**src/rtl/rob_alloc_ctrl_if.sv**
```systemverilog
// rtl/rob_alloc_ctrl_if.sv - dispatch, rename-allocate and commit signals of the ROB allocator
// Master is the decode/commit side; slave is rob_alloc_ctrl.
`ifndef ROB_ID_WIDTH
`define ROB_ID_WIDTH 3
`endif

interface rob_alloc_ctrl_if #(
    parameter int ROB_W = `ROB_ID_WIDTH
);
    logic             disp_valid;
    logic             disp_has_rd;
    logic [4:0]       disp_rd;
    logic             disp_ready;
    logic [ROB_W-1:0] disp_rob_id;
    logic             rat_we;
    logic [4:0]       rat_rw_addr;
    logic [ROB_W-1:0] rat_write_rob_id;
    logic             commit_valid;
    logic [ROB_W-1:0] commit_rob_id;

    modport master (
        output disp_valid, disp_has_rd, disp_rd, commit_valid, commit_rob_id,
        input  disp_ready, disp_rob_id, rat_we, rat_rw_addr, rat_write_rob_id
    );

    modport slave (
        input  disp_valid, disp_has_rd, disp_rd, commit_valid, commit_rob_id,
        output disp_ready, disp_rob_id, rat_we, rat_rw_addr, rat_write_rob_id
    );
endinterface

```
**src/rtl/rob_alloc_ctrl.sv**
```systemverilog
// rtl/rob_alloc_ctrl.sv - in-order ROB tag allocator with post-flush drain sequencing
// Define ROB_ALLOC_PERF_EN to build the saturating dispatch stall counter.
`ifndef ROB_ID_WIDTH
`define ROB_ID_WIDTH 3
`endif

module rob_alloc_ctrl #(
    parameter int ROB_W     = `ROB_ID_WIDTH,
    parameter int DRAIN_CYC = 2
) (
    input  logic                clk,
    input  logic                rst,
    input  logic                flush_i,
    rob_alloc_ctrl_if.slave     disp,
    output logic [ROB_W:0]      alloc_count_o,
    output logic                full_o,
    output logic                empty_o,
    output logic                err_o,
    output logic [31:0]         stall_cycles_o
);
    localparam logic [0:0]   S_RUN   = 1'b0;
    localparam logic [0:0]   S_DRAIN = 1'b1;
    localparam logic [ROB_W:0] DEPTH = {1'b1, {ROB_W{1'b0}}};
    localparam logic [3:0]   DRAIN_LOAD = (DRAIN_CYC == 0) ? 4'd0 : 4'(DRAIN_CYC - 1);

    logic [ROB_W-1:0] head_q, head_d;
    logic [ROB_W-1:0] tail_q, tail_d;
    logic [ROB_W:0]   count_q, count_d;
    logic [0:0]       state_q, state_d;
    logic [3:0]       drain_q, drain_d;
    logic             err_q, err_d;

    logic fire;
    logic commit_ok;
    logic commit_bad;
    logic run_cycle;

    assign full_o  = (count_q == DEPTH);
    assign empty_o = (count_q == '0);
    assign err_o   = err_q;
    assign alloc_count_o = count_q;

    assign disp.disp_ready       = (state_q == S_RUN) & ~full_o & ~flush_i;
    assign disp.disp_rob_id      = tail_q;
    assign fire                  = disp.disp_valid & disp.disp_ready;
    assign disp.rat_we           = fire & disp.disp_has_rd & (disp.disp_rd != 5'd0);
    assign disp.rat_rw_addr      = disp.disp_rd;
    assign disp.rat_write_rob_id = tail_q;

    // Commits are only judged in RUN; flush and drain swallow them silently.
    assign run_cycle  = (state_q == S_RUN) & ~flush_i;
    assign commit_ok  = run_cycle & disp.commit_valid & ~empty_o & (disp.commit_rob_id == head_q);
    assign commit_bad = run_cycle & disp.commit_valid & (empty_o | (disp.commit_rob_id != head_q));

    always_comb begin
        head_d  = head_q;
        tail_d  = tail_q;
        count_d = count_q;
        state_d = state_q;
        drain_d = drain_q;
        err_d   = err_q | commit_bad;
        if (flush_i) begin
            head_d  = '0;
            tail_d  = '0;
            count_d = '0;
            if (DRAIN_CYC != 0) begin
                state_d = S_DRAIN;
                drain_d = DRAIN_LOAD;
            end
        end else if (state_q == S_DRAIN) begin
            if (drain_q == 4'd0) state_d = S_RUN;
            else                 drain_d = drain_q - 4'd1;
        end else begin
            if (commit_ok) head_d = head_q + 1'b1;
            if (fire)      tail_d = tail_q + 1'b1;
            unique case ({fire, commit_ok})
                2'b10:   count_d = count_q + 1'b1;
                2'b01:   count_d = count_q - 1'b1;
                default: count_d = count_q;
            endcase
        end
    end

    always_ff @(posedge clk or negedge rst) begin
        if (!rst) begin
            head_q  <= '0;
            tail_q  <= '0;
            count_q <= '0;
            state_q <= S_RUN;
            drain_q <= 4'd0;
            err_q   <= 1'b0;
        end else begin
            head_q  <= head_d;
            tail_q  <= tail_d;
            count_q <= count_d;
            state_q <= state_d;
            drain_q <= drain_d;
            err_q   <= err_d;
        end
    end

`ifdef ROB_ALLOC_PERF_EN
    logic [31:0] stall_q;

    always_ff @(posedge clk or negedge rst) begin
        if (!rst) begin
            stall_q <= '0;
        end else if (disp.disp_valid & ~disp.disp_ready & (stall_q != 32'hFFFF_FFFF)) begin
            stall_q <= stall_q + 32'd1;
        end
    end

    assign stall_cycles_o = stall_q;
`else
    assign stall_cycles_o = '0;
`endif
endmodule

```
**src/flat_wrapper.sv**
```systemverilog
// flat-port wrapper written by rule: the top's interface ports become plain ports
module rob_alloc_ctrl_flat 
#(
    parameter int ROB_W     = `ROB_ID_WIDTH,
    parameter int DRAIN_CYC = 2
)
  (clk, rst, flush_i, alloc_count_o, full_o, empty_o, err_o, stall_cycles_o, disp_disp_valid, disp_disp_has_rd, disp_disp_rd, disp_commit_valid, disp_commit_rob_id, disp_disp_ready, disp_disp_rob_id, disp_rat_we, disp_rat_rw_addr, disp_rat_write_rob_id);
  rob_alloc_ctrl_if #(.ROB_W(ROB_W)) disp_i ();
  input  logic clk;
  input  logic rst;
  input  logic flush_i;
  output logic [ROB_W:0] alloc_count_o;
  output logic full_o;
  output logic empty_o;
  output logic err_o;
  output logic [31:0] stall_cycles_o;
  input wire logic [$bits(disp_i.disp_valid)-1:0] disp_disp_valid;
  input wire logic [$bits(disp_i.disp_has_rd)-1:0] disp_disp_has_rd;
  input wire logic [$bits(disp_i.disp_rd)-1:0] disp_disp_rd;
  input wire logic [$bits(disp_i.commit_valid)-1:0] disp_commit_valid;
  input wire logic [$bits(disp_i.commit_rob_id)-1:0] disp_commit_rob_id;
  output wire logic [$bits(disp_i.disp_ready)-1:0] disp_disp_ready;
  output wire logic [$bits(disp_i.disp_rob_id)-1:0] disp_disp_rob_id;
  output wire logic [$bits(disp_i.rat_we)-1:0] disp_rat_we;
  output wire logic [$bits(disp_i.rat_rw_addr)-1:0] disp_rat_rw_addr;
  output wire logic [$bits(disp_i.rat_write_rob_id)-1:0] disp_rat_write_rob_id;
  assign disp_i.disp_valid = disp_disp_valid;
  assign disp_i.disp_has_rd = disp_disp_has_rd;
  assign disp_i.disp_rd = disp_disp_rd;
  assign disp_i.commit_valid = disp_commit_valid;
  assign disp_i.commit_rob_id = disp_commit_rob_id;
  assign disp_disp_ready = disp_i.disp_ready;
  assign disp_disp_rob_id = disp_i.disp_rob_id;
  assign disp_rat_we = disp_i.rat_we;
  assign disp_rat_rw_addr = disp_i.rat_rw_addr;
  assign disp_rat_write_rob_id = disp_i.rat_write_rob_id;
  rob_alloc_ctrl #(.ROB_W(ROB_W), .DRAIN_CYC(DRAIN_CYC)) u_core (.clk(clk), .rst(rst), .flush_i(flush_i), .disp(disp_i), .alloc_count_o(alloc_count_o), .full_o(full_o), .empty_o(empty_o), .err_o(err_o), .stall_cycles_o(stall_cycles_o));
endmodule
```
**config.mk**
```make
export PLATFORM = sky130hd
export DESIGN_NAME = rob_alloc_ctrl_flat
export DESIGN_NICKNAME = d
export VERILOG_FILES = /design/src/rtl/rob_alloc_ctrl_if.sv /design/src/rtl/rob_alloc_ctrl.sv /design/src/flat_wrapper.sv
export SDC_FILE = /design/constraint.sdc
export NUM_CORES = 1
export LEC_CHECK = 0
export CORE_MARGIN = 4
export CORE_UTILIZATION = 36
export CTS_BUF_LIST = sky130_fd_sc_hd__clkbuf_4 sky130_fd_sc_hd__clkbuf_8 sky130_fd_sc_hd__clkbuf_16
export DETAILED_ROUTE_END_ITERATION = 10
export PLACE_DENSITY = 0.84
export SLEW_MARGIN = 10
export SYNTH_ARGS = -nofsm -noshare
export SYNTH_HDL_FRONTEND = slang
export SYNTH_SLANG_ARGS = --single-unit
```
**constraint.sdc**
```tcl
create_clock -name clk -period 2.19 [get_ports clk]
set_input_delay 0.3285 -clock clk [delete_from_list [all_inputs] [get_ports clk]]
set_output_delay 0.3285 -clock clk [all_outputs]
set_load 0.02 [all_outputs]
```
Word level (Yosys, flattened, before mapping):

Cells that the tools add are included.
Widths: inputs -> output; s select.

* bitwise operators: 16
* add/subtract/negate cells: 5
* reductions and logical operators: 11
* equality and inequality tests: 7
* muxes and demuxes: 15

Operators by type and width (number)
* $mux 4: 5
* $mux 3: 6
* $and 1x1->1: 10
* $logic_not 4->1: 2
* $pmux 4 s2: 1
* $reduce_and 2->1: 4
* $sub 4x1->4 const B: 2
* $add 3x1->3 const B: 2
* $reduce_bool 2->1: 3
* $reduce_bool 5->1: 1
* $add 4x1->4 const B: 1
* $eq 4x4->1 const B: 1
* $ne 2x2->1 const B: 2
* $not 1->1: 4
* $eq 3x3->1: 1
* $mux 1: 3
* $ne 3x3->1: 1
* $reduce_bool 3->1: 1
* $eq 2x1->1 const B: 1
* $eq 2x2->1 const B: 1
* $or 1x1->1: 2

* logic and storage cells: 60
* output and inout bits: 52
* register bits after elaboration: 16

Depth between registers and ports, before layout:

* depth in word-level cells: 9
* depth in mapped cells: 10

Worst setup path after synthesis:

No wires, ideal clock.

* path kind: register to register
* from: register u_core.count_q[1] (netlist: u_core.alloc_count_o[1])
* to: register u_core.count_q[3] (netlist: u_core.alloc_count_o[3])
* slack: -0.412 ns
* buffers on the path: 0
* cell stages (with the launch flop): 11
* data arrival time: 2.513 ns
* clock period less this slack: 2.602 ns
* required time: 2.102 ns
* cell sequence: dfrtp_1 -> or4b_4 -> inv_1 -> o211ai_1 -> nor2_4 -> ha_1 -> o21a_1 -> nor2_1 -> and4_2 -> a211oi_1 -> a41oi_1

* cells in the longest elaborated chain, start to end: 9
* elaborated cells between the ends (all ways): 18
* classes of those cells: add/sub (2); eq/ne (3); mux (3); bitwise (7); reduce/logical (3)

Ends and longest elaborated chain
* start, declared: line rob_alloc_ctrl.sv:28 `logic [ROB_W:0] count_q, count_d;`
* start signal, assigned: line rob_alloc_ctrl.sv:95 `count_q <= count_d;`
* $eq 4x4->1 *: line rob_alloc_ctrl.sv:38 `assign full_o = (count_q == DEPTH);`
* via full_o: line flat_wrapper.sv:13 `output logic full_o;`
* $not 1->1 *: line rob_alloc_ctrl.sv:43 `assign disp.disp_ready = (state_q == S_RUN) & ~full_o & ~flush_i;`
* $and 1x1->1 * (2 in series): line rob_alloc_ctrl.sv:43
* $and 1x1->1 *: line rob_alloc_ctrl.sv:45 `assign fire = disp.disp_valid & disp.disp_ready;`
* $eq 2x1->1 / $eq 2x2->1 (equally long branches): line rob_alloc_ctrl.sv:76 `unique case ({fire, commit_ok})`
* $pmux 4 s2: line rob_alloc_ctrl.sv:76
* $mux 4: line rob_alloc_ctrl.sv:70 `end else if (state_q == S_DRAIN) begin`
* $mux 4: line rob_alloc_ctrl.sv:62 `if (flush_i) begin`

Mark *: on every way through the listed nets, which the timed path passes. The rest lies on a longest branch. The select of a mux whose other input is x is not followed.
A chain may end at the register's enable or synchronous reset.

Final worst setup path:

* from: register u_core.count_q[0] (netlist: u_core.alloc_count_o[0])
* to: register u_core.count_q[3] (netlist: u_core.alloc_count_o[3])

* cells in the longest elaborated chain, start to end: 9
* elaborated cells between the ends (all ways): 18
* classes of those cells: add/sub (2); eq/ne (3); mux (3); bitwise (7); reduce/logical (3)

Ends and longest elaborated chain (line)
* $eq 4x4->1: rob_alloc_ctrl.sv:38
* $not 1->1: rob_alloc_ctrl.sv:43
* $and 1x1->1 (2 in series): rob_alloc_ctrl.sv:43
* $and 1x1->1: rob_alloc_ctrl.sv:45
* $eq 2x1->1 / $eq 2x2->1 (equally long branches): rob_alloc_ctrl.sv:76
* $pmux 4 s2: rob_alloc_ctrl.sv:76
* $mux 4: rob_alloc_ctrl.sv:70
* $mux 4: rob_alloc_ctrl.sv:62

Several ways; a longest one is shown, not always the timed one. The select of a mux whose other input is x is not followed.

==> flow_summary.ini <==
[setup_path]
reg2regPathDepth = 10
path_delay_family = simple AND/OR/NAND/NOR gates
path_class = flop to flop
cp_max_fo = 3
startpoint_type = flop
cp.depth = 10
path_buf_inv = 1
crit_required_ns = 2.37
endpoint_kind = flop
critical_path_arrival_ns = 2.54
cpMaxStageDelayCell = or4b_4
max_stage_delay_ns = 0.58
cp_cell_sequence = or4b_4, clkinvlp_4, o211ai_1, nor2_4, ha_4, o21a_1, nor2_1, and4_2, a211oi_1, a41oi_1

[sta]
period_minus_slack_ns = 2.363
rsz0062_at_grt = yes
holdWs_ns = 0.3937
tns_ns = -0.3497
finClkSkew_ns = 0.006261
slew_viol_final = 0
max_freq_ghz = 0.4232
setup_slack_ns = -0.1727
setup_violations = 3
period_share_pct = 107.9
hold_viol = 0

[clock_tree]
cts_sinks = 16
htree_num_levels = 1
cts_tree = built
numCtsBuffers = 3
clk_pin_slew_ns = 0.07
worstSkewPairLatency_ns = 0.26
root_buffer = clkbuf_8
cts_buffer_depth = 2

[logic_synthesis]
seq_area_frac_synth_pct = 30.45
ys_types = 39
syn_area_sq_mm = 0.001315
synth_edf_count = 0
ys_warn_count = 0
ys.flop_type = dfrtp_1
synthCells = 145
ys_ff_latch = 16
postSynth.asyncResetShare_pct = 100.0
avgSynthCellArea_sq_um = 9.069

[grt]
grtUsageTotal_pct = 13.45
antenna_found_initial = 0
grt_pass1_vias = 1062
grt_first_pass_wirelength_microns = 4657
grt_max_degree = 17
overflow = 0

[routing]
drt-initial-drc-count = 59
wire_per_inst_microns = 12.13
wl_microns = 2971
drt_pass1_iterations = 4
ant_nets = 0
vias = 1116
route.detailed.drc = 0
via_per_inst = 4.555

[power_and_ir_drop]
peakVddDrop_mv = 0.3754
cellLeakagePower_nw = 0.8490
p_per_area_mw_per_mm2 = 777.0
p_total_mw = 1.416

[floorplanning]
die_x_microns = 68.44
start_util_pct = 38.20
ioPinCount = 66
design.die.area_sq_mm = 0.004684
rows = 21
core_sq_mm = 0.003442
die_h_microns = 68.44

[finish]
multiInputGateArea_sq_um = 745.7
syn_to_final_growth_pct = 38.63
fillers = 328
num_antenna_cells = 0
nets = 220
post-route-util_pct = 52.96
instances_no_fill = 245
drive_above_1_share_pct = 27.14
ff_latch_area_sq_um = 402.9

[run_status]
violations = negative setup slack
status = finished, violations left

[hold_path]
min_path_type = input port to async pin

[placed_design]
io_buffers = 33
dpl.hpwl_microns = 2301
post-place-cells = 238
gp_congestion = 0.8537

[job]
max-cap-violations = 0
==> metal layers <==
layer  vias to the layer above  track usage [%]  share of wire [%]
li1                        531                -                  -
met1                       516            15.72                 43
met2                        58            21.33                 45
met3                        11            4.105                9.3
met4                         0            8.189                3.0
met5                         -                0                  0
==> worst paths after layout <==
| kind | startpoint | to | slack (ns) |
|---|---|---|---|
| worst min-delay path | rst | u_core.disp.disp_rob_id[0] | 0.39 |
| worst max register to register | u_core.alloc_count_o[0] | u_core.alloc_count_o[3] | -0.17 |
| worst min register to register | u_core.err_o | u_core.err_o | 0.47 |
| worst max-delay path | u_core.alloc_count_o[0] | u_core.alloc_count_o[3] | -0.17 |
| max in group asynchronous | rst | u_core.alloc_count_o[1] | 1.59 |
| min in group clk | u_core.err_o | u_core.err_o | 0.47 |
==> per-stage QoR <==
stage	setup WS, ns	instance area (sq um)
after floorplan	-0.2977	1450
after global placement	-0.3062	1718
after detailed placement	-0.4227	1718
after CTS	-0.1572	1804
after global routing	-0.2819	1823
final	-0.1727	1823
==> worst reg2reg max path, delay by kind of cell (launching register included) <==
family                     cells  cell delay [ns]
DFF                            1             0.41
and+or+nand+nor                4             1.08
AOI/OAI and AO/OA              4             0.47
buffers and inverters          1             0.10
adders and majority gates      1             0.22
==> cell usage after synthesis (all sizes together), types with 2 or more instances <==
| cell type | n | area [sq um] |
|---|---|---|
| nor2 | 13 | 58.81 |
| inv | 7 | 26.28 |
| dfrtp | 16 | 400.4 |
| or4b | 2 | 23.77 |
| nand2b | 2 | 12.51 |
| nor3 | 3 | 15.01 |
| nor4 | 3 | 48.80 |
| xnor2 | 4 | 35.03 |
| ha | 6 | 75.07 |
| or3 | 2 | 12.51 |
| xor2 | 5 | 43.79 |
| a21oi | 3 | 18.77 |
| nand3 | 4 | 25.02 |
| nand2 | 5 | 18.77 |
| nand3b | 4 | 30.03 |
| or4 | 2 | 15.01 |
| nand4 | 2 | 12.51 |
| clkbuf | 2 | 7.510 |
| nor2b | 2 | 12.51 |
| o21ai | 6 | 30.03 |
| buf | 40 | 300.3 |
==> sequential cells by signal, summed over array words and instances (netlist names) <==
name and flops:
u_core.alloc_count_o 4, u_core.err_o 1, u_core.disp.disp_rob_id 3, u_core.state_q 1
u_core.drain_q 4, u_core.head_q 3
==> repair_timing <==
| item | CTS | global route |
|---|---|---|
| cloned | 0 | 0 |
| setup buffers | 3 | 2 |
| endpoints found under the setup margin | 7 | 5 |
| resized for setup | 9 | 9 |
| pin swaps | 5 | 1 |
| hold buffers | 0 | 0 |
==> report_power, final <==
group,internal [mW],total (mW),switching (mW)
combinational,0.337,0.724,0.386
clock,0.160,0.275,0.115
sequential,0.365,0.418,0.0524
==> cell usage in the layout (no fill, tap or decap), types with 3 or more instances in the layout <==
cell             Yosys  layout
xnor2_1              4       3
ha_1                 6       4
clkdlybuf4s50_1      0      29
nor2_1              11      11
nand2_1              5       5
nand3b_1             4       4
nor3_1               3       3
conb_1               1      32
buf_4               40      27
clkbuf_8             0       4
xor2_1               5       5
dfrtp_1             16      14
o21ai_0              6       6
inv_1                7       6
nand3_1              3       3
==> layout make-up <==
cell class,count,share of cell area [%]
Tap cell,46,3.157
Sequential cell,16,22.10
Clock buffer,4,3.020
Timing Repair Buffer,61,29.17
Multi-Input combinational cell,111,40.91
Inverter,7,1.647
==> kinds of logic after synthesis <==
group	synth area share (%)
flip-flops	30.45
other	0.2852
buffers and inverters	25.41
adder cells (fa/ha/maj)	5.709
AND/OR/NAND/NOR	23.79
XOR/XNOR	5.994
AO/OA/AOI/OAI	8.375
(Power assumes the default switching activity.)
